===== src/rtl/regfile_dump.sv =====
// regfile_dump: walks a range of registers through one regfile read port and
// streams {address, data} beats over a valid/ready interface.
// Ports:
//   clk, reset            clock and synchronous active-low reset
//   start, abort          begin dump (IDLE only) / cancel dump (wins over all)
//   first_reg, last_reg   inclusive register range, latched on start
//   ra, rd                regfile read address / combinational read data
//   out_valid, out_ready  beat handshake
//   out_addr, out_data    register index and value of the current beat
//   busy                  dump in progress (RUN or DRAIN)
//   done                  one-cycle pulse after the last beat is accepted
module regfile_dump #(
   parameter int unsigned NREGS = 32,
   parameter int unsigned AW    = 5,
   parameter int unsigned DW    = 32
) (
   input  logic          clk,
   input  logic          reset,
   input  logic          start,
   input  logic          abort,
   input  logic [AW-1:0] first_reg,
   input  logic [AW-1:0] last_reg,
   output logic [AW-1:0] ra,
   input  logic [DW-1:0] rd,
   output logic          out_valid,
   input  logic          out_ready,
   output logic [AW-1:0] out_addr,
   output logic [DW-1:0] out_data,
   output logic          busy,
   output logic          done
);

   // remaining counts up to NREGS, so it needs one bit more than an address
   localparam int unsigned CW = AW + 1;

   typedef enum logic [1:0] {
      IDLE  = 2'd0,
      RUN   = 2'd1,
      DRAIN = 2'd2
   } stateT;

   stateT         state, stateNext;
   logic [AW-1:0] ptr, ptrNext;
   logic [CW-1:0] remaining, remainingNext;
   logic          validNext;
   logic [AW-1:0] addrNext;
   logic [DW-1:0] dataNext;
   logic          busyNext;
   logic          doneNext;
   logic          load;

   // Read port follows the pointer only while fetching beats
   assign ra = (state == RUN) ? ptr : '0;

   // Next-state and next-output logic
   always_comb begin
      stateNext     = state;
      ptrNext       = ptr;
      remainingNext = remaining;
      validNext     = out_valid;
      addrNext      = out_addr;
      dataNext      = out_data;
      doneNext      = 1'b0;
      load          = !out_valid || out_ready;

      unique case (state)
         IDLE: begin
            // abort takes priority over a simultaneous start
            if (start && !abort) begin
               ptrNext       = first_reg;
               remainingNext = CW'((NREGS + 32'(last_reg) - 32'(first_reg)) % NREGS)
                               + CW'(1);
               stateNext     = RUN;
            end
         end
         RUN: begin
            if (abort) begin
               validNext = 1'b0;
               stateNext = IDLE;
            end else if (load) begin
               // output slot is free (or being emptied this edge): fetch next beat
               dataNext      = rd;
               addrNext      = ptr;
               validNext     = 1'b1;
               ptrNext       = AW'((32'(ptr) + 32'd1) % NREGS);
               remainingNext = remaining - CW'(1);
               if (remaining == CW'(1)) begin
                  stateNext = DRAIN;
               end
            end
         end
         DRAIN: begin
            if (abort) begin
               validNext = 1'b0;
               stateNext = IDLE;
            end else if (out_valid && out_ready) begin
               validNext = 1'b0;
               doneNext  = 1'b1;
               stateNext = IDLE;
            end
         end
         default: begin
            validNext = 1'b0;
            stateNext = IDLE;
         end
      endcase

      busyNext = (stateNext != IDLE);
   end

   // State and output registers
   always_ff @(posedge clk) begin
      if (!reset) begin
         state     <= IDLE;
         ptr       <= '0;
         remaining <= '0;
         out_valid <= 1'b0;
         out_addr  <= '0;
         out_data  <= '0;
         busy      <= 1'b0;
         done      <= 1'b0;
      end else begin
         state     <= stateNext;
         ptr       <= ptrNext;
         remaining <= remainingNext;
         out_valid <= validNext;
         out_addr  <= addrNext;
         out_data  <= dataNext;
         busy      <= busyNext;
         done      <= doneNext;
      end
   end

endmodule


===== config.mk =====
export PLATFORM = sky130hd
export DESIGN_NAME = regfile_dump
export DESIGN_NICKNAME = d
export VERILOG_FILES = /design/src/rtl/regfile_dump.sv
export SDC_FILE = /design/constraint.sdc
export NUM_CORES = 1
export LEC_CHECK = 0
export ABC_AREA = 1
export CORE_UTILIZATION = 40
export DETAILED_ROUTE_END_ITERATION = 10
export PLACE_DENSITY = 0.78
export SETUP_SLACK_MARGIN = 0.3
export SLEW_MARGIN = 30
export SYNTH_ARGS = -nofsm -noshare
export SYNTH_HDL_FRONTEND = slang
export SYNTH_SLANG_ARGS = --single-unit

===== constraint.sdc =====
create_clock -name clk -period 2.95 [get_ports clk]
set_input_delay 0.7375 -clock clk [delete_from_list [all_inputs] [get_ports clk]]
set_output_delay 0.7375 -clock clk [all_outputs]
set_load 0.05 [all_outputs]

Word-level counts from Yosys, hierarchy flattened
Index checks and enable logic that the tools add are counted.

word-level totals
  register bits = 53
  input port bits = 47
  output and inout bits = 45
  word-level logic and storage cells = 59

cells by class
  add/subtract/negate cells = 5
  equal/unequal tests = 8
  muxes and demuxes = 22
  bitwise logic cells = 4
  reductions and logical operators = 12

operators with widths
  kind                   number
  $mux W5                4
  $mux W6                3
  $mux W2                6
  $pmux W6 S2            1
  $pmux W5 S2            1
  $add A5 B1 Y6 const B  1
  $eq A6 B1 Y1 const B   1
  $ne A2 B2 Y1 const B   3
  $ne A3 B3 Y1 const B   2
  $pmux W2 S3            1
  $reduce_and A3 Y1      2
  $sub A6 B1 Y6 const B  1
  $add A1 B5 Y5 const A  1
  $add A5 B1 Y5 const B  1
  $mux W1                5
  $sub A5 B5 Y5          1
  $not A1 Y1             4
  $reduce_and A4 Y1      1
  $reduce_bool A2 Y1     2
  $pmux W1 S3            1
  $reduce_or A3 Y1       1
  $eq A2 B1 Y1 const B   1
  $eq A2 B2 Y1 const B   1
  $logic_and A1 B1 Y1    2
  3 further kinds        4

Logic depth before layout (Yosys ltp)
  depth after elaboration = 6
  gate-level depth with buffers = 12
  gate-level depth less buffers = 12

Worst setup path before layout
OpenSTA, ideal clock, no wires.

  path type = input port to flip-flop
  start point = input last_reg[0]
  end point = register remaining[2]
  library setup time = 66 ps
  arrival = 2119 ps
  required time = 2884 ps
  setup slack = 765 ps
  stages on the path = 10
  buffers on the path = 0
  cells stage by stage = inv_1 > ha_1 > inv_1 > fa_1 > ha_1 > inv_1 > nor2_1 > o21ai_0 > o211ai_2 > a21oi_2

on the way
  longest elaborated chain between the ends = 5

ends and longest elaborated chain
  what                  RTL line  text
  from (decl)           22        input logic [AW-1:0] last_reg,
  $add A1 B5 Y5         71        remainingNext = CW'((NREGS + 32'(last_reg) - 32'(first_reg)) % NREGS)
  $sub A5 B5 Y5         71
  $add A5 B1 Y6         72        + CW'(1);
  $mux W6               69        if (start && !abort) begin
  $pmux W6 S2           66        unique case (state)
  to (signal assigned)  125       remaining <= remainingNext;
  to (decl)             44        logic [CW-1:0] remaining, remainingNext;

No other way between the ends. The select of a mux whose other input is x is not followed.
A chain may end at the register's enable or synchronous reset.

Worst setup path in the final report
  start point = register state[1]
  end point = output ra[0]

on the way
  longest elaborated chain between the ends = 2

ends and longest elaborated chain
  what                    RTL line  text
  from (decl)             42        stateT state, stateNext;
  from (signal assigned)  123       state <= stateNext;
  $eq A2 B1 Y1            53        assign ra = (state == RUN) ? ptr : '0;
  $mux W5                 53
  to (decl)               23        output logic [AW-1:0] ra,

No other way between the ends.

==> results.sh <==
export IMPL_antenna_cells=0
export IMPL_grtUsageMet3_pct=3.64
export IMPL_globalRouteOverflowTotal=0
export IMPL_syn_to_final_growth_pct=45.0
export IMPL_cts_tree="yes"
export IMPL_multi_input_area_sq_um=1200
export IMPL_required_ns=2.21
export IMPL_routedWlPerCell_um=11.8
export IMPL_arrival_ns=1.74
export IMPL_ys_seq_area_share_pct=43.3
export IMPL_maxCapViolCount=0
export IMPL_via_count=2385
export IMPL_synth_cell_types=34
export IMPL_critPathKind="reg -> out"
export IMPL_critPathLaunchType="register"
export IMPL_grt_use_met2_pct=33.5
export IMPL_synth_nets=392
export IMPL_cts_resized=0
export IMPL_synth_top_area_share_pct=43.3
export IMPL_rsz0062_at_grt="false"
export IMPL_synthFlopType="dfxtp_1"
export IMPL_r2r_slack_ns=1.04
export IMPL_grt_pass1_wl_um=9470
export IMPL_status="complete, no violations"
export IMPL_worstPathCellList="inv_2 -> nand2_2 -> nor2_1 -> clkdlybuf4s50_1"
export IMPL_synth_warnings=0
export IMPL_fmax_mhz=404
export IMPL_ys_ff_latch=53
export IMPL_postLayoutCellArea_sq_um=3550
export IMPL_min_delay_start="out_data[10]$_SDFFE_PN0P_"
export IMPL_drc=0
export IMPL_initial_core_util_pct=41.4
export IMPL_io_pins=92
export IMPL_endpoint_kind="output port"
export IMPL_ys_top_cells_by_count="nor2_1, dfxtp_1, o21ai_0"
export IMPL_grt_max_degree=36
export IMPL_netlist_area_sq_um=2450
export IMPL_busiest_layer="met2"
export IMPL_setup_violations_final=0
export IMPL_cts_sinks=53
export IMPL_core_area_sq_um=5920
export IMPL_yosys_area_top_type="dfxtp_1"
export IMPL_slowest_stage="clkdlybuf4s50_1"
export IMPL_relSlewSlack_pct=64.2
export IMPL_placed_cell_area_sq_um=3420
export IMPL_die_h_um=80.3
export IMPL_nets=479
export IMPL_cts_made_buffers=5
export IMPL_power_density_nw_per_um2=499
export IMPL_critPathTopFamily="buffers and inverters"
export IMPL_drt_iter0_markers=79
export IMPL_syn_area_per_cell_sq_um=7.29
export IMPL_finalHoldViolCount=0
export IMPL_first_pass_iters=4
export IMPL_regToRegEndpoint="remaining[1]$_SDFFE_PN0P_"
export IMPL_n_fill_cell=564
export IMPL_htreeDepth=2
export IMPL_worst_path_buf_inv=2
export IMPL_final_max_slew_viol_count=0
export IMPL_timing_setup_tns_ns=0
export IMPL_regArea_sq_um=1060
export IMPL_path_clk_slew_ns=0.09
export IMPL_root_buffer="clkbuf_8"
export IMPL_rr_worst_depth=9
export IMPL_cts_hold_fix_buffers=0
export IMPL_drt_total_wl_um=5890
export IMPL_dp_hpwl_um=4390
export IMPL_vdd_drop_max_mv=0.405
export IMPL_synth_edf_count=0
export IMPL_skew_ns=0.00480
export IMPL_portBuffers=91
export IMPL_ant_nets=0
export IMPL_tightestPinTransition_ns=0.536
export IMPL_cts_buffer_depth=2
export IMPL_r2r_start="state[1]$_SDFF_PN0_"
export IMPL_grt_util_all_layers_pct=18.7
export IMPL_syn_inst=336
export IMPL_die_area_sq_um=6440
export IMPL_hold_class="reg -> reg"
export IMPL_cp_slowest_stage_delay_ns=0.82
export IMPL_hold_path_end="out_data[10]$_SDFFE_PN0P_"
export IMPL_viasPerCell=4.78
export IMPL_grt_pass1_vias=2178
export IMPL_post_cts_setup_buffers=0
export IMPL_leakage_uw=0.00142
export IMPL_min_path_cells=2
export IMPL_use_met1_pct=22.2
export IMPL_synth_most_common_cell="nor2_1"
export IMPL_layout_drive_gt1_share_pct=5.42
export IMPL_fp_row_count=28
export IMPL_clk_latency_ns=0.30
export IMPL_async_flop_share_pct=0
export IMPL_antenna_found_initial=0
export IMPL_routabilityCongestion=0.844
export IMPL_power_uw=1770
export IMPL_crit_fanout=6
export IMPL_dieWidth_um=80.3
export IMPL_netlist_top_cells_area="dfxtp_1, nor2_1, o21ai_0"
export IMPL_min_period_ns=2.47
export IMPL_min_period_over_period_pct=83.9
==> worst reg2reg max path, delay by kind of cell (launching register included) <==
| kind | cells | cell delay [ns] |
|---|---|---|
| flip-flops | 1 | 0.32 |
| AND/OR/NAND/NOR | 4 | 0.51 |
| buffers and inverters | 3 | 0.48 |
| AO/OA/AOI/OAI | 2 | 0.50 |
==> metal layers <==
| metal | share of wire [%] | up-vias |
|---|---|---|
| met5 | 0 | - |
| li1 | - | 1251 |
| met3 | 6.1 | 5 |
| met4 | 1.1 | 0 |
| met1 | 45 | 1050 |
| met2 | 47 | 79 |
==> final cells by class <==
cell class | count | area share (%)
timing repair buffer | 95 | 26.8
sequential | 53 | 29.9
multi-input combinational | 239 | 33.8
clock buffer | 5 | 1.94
clock inverter | 3 | 1.83
inverter | 29 | 3.06
tap | 75 | 2.64
==> sequential cells by signal (all words and copies together), names as in the netlist <==
name and cells:
state 2, ptr 5, busy 1, out_data 32, out_valid 1, remaining 6
out_addr 5, done 1
==> where the power goes <==
group	internal, uW	switching [uW]
sequential	754	24.7
combinational	177	249
clock	337	231
==> kinds of logic (layout without fill, tap and decap cells) <==
| family | count (synthesis) | count (layout) | share of synthesized area (%) |
|---|---|---|---|
| AO/OA/AOI/OAI | 74 | 74 | 17.1 |
| XOR/XNOR | 7 | 7 | 2.50 |
| buffers and inverters | 44 | 132 | 7.66 |
| flip-flops | 53 | 53 | 43.3 |
| AND/OR/NAND/NOR | 149 | 149 | 24.5 |
| adder cells (fa/ha/maj) | 9 | 9 | 4.90 |
==> through the flow <==
stage	utilization (%)	hold slack, ns	setup WS (ns)	cells
3_3_place_gp	57.7	0.461	0.244	491
5_1_grt	60.0	0.506	0.402	499
3_5_place_dp	57.7	0.473	0.182	491
6_report	60.0	0.486	0.476	499
4_1_cts	60.0	0.492	0.452	499
2_1_floorplan	-	0.470	0.765	336
==> cell usage in the layout, fill, tap and decap left out, drive strengths merged, types with 2 or more instances in the layout <==
| cell type | Yosys | routed |
|---|---|---|
| buf | 9 | 4 |
| a31oi | 4 | 4 |
| nand4 | 2 | 2 |
| clkdlybuf4s50 | 0 | 91 |
| ha | 8 | 8 |
| bufinv | 0 | 2 |
| a21oi | 14 | 14 |
| xnor2 | 2 | 2 |
| o211ai | 2 | 2 |
| nand3 | 12 | 12 |
| nand2 | 44 | 44 |
| clkbuf | 6 | 5 |
| dfxtp | 53 | 53 |
| nor2 | 89 | 89 |
| xor2 | 5 | 5 |
| inv | 29 | 29 |
| o21ai | 50 | 50 |
==> worst max-delay path by stage <==
stage	from	endpoint	slack, ns	cells after the start
floorplan	last_reg[0]	remaining[2]$_SDFFE_PN0P_	0.76	10
global placement	last_reg[0]	remaining[2]$_SDFFE_PN0P_	0.24	11
detailed placement	last_reg[0]	remaining[2]$_SDFFE_PN0P_	0.18	11
CTS	state[1]$_SDFF_PN0_	ra[0]	0.45	4
global route	ptr[0]$_SDFFE_PN0P_	ra[0]	0.40	3
finish	state[1]$_SDFF_PN0_	ra[0]	0.48	4
(Power assumes the default switching activity.)
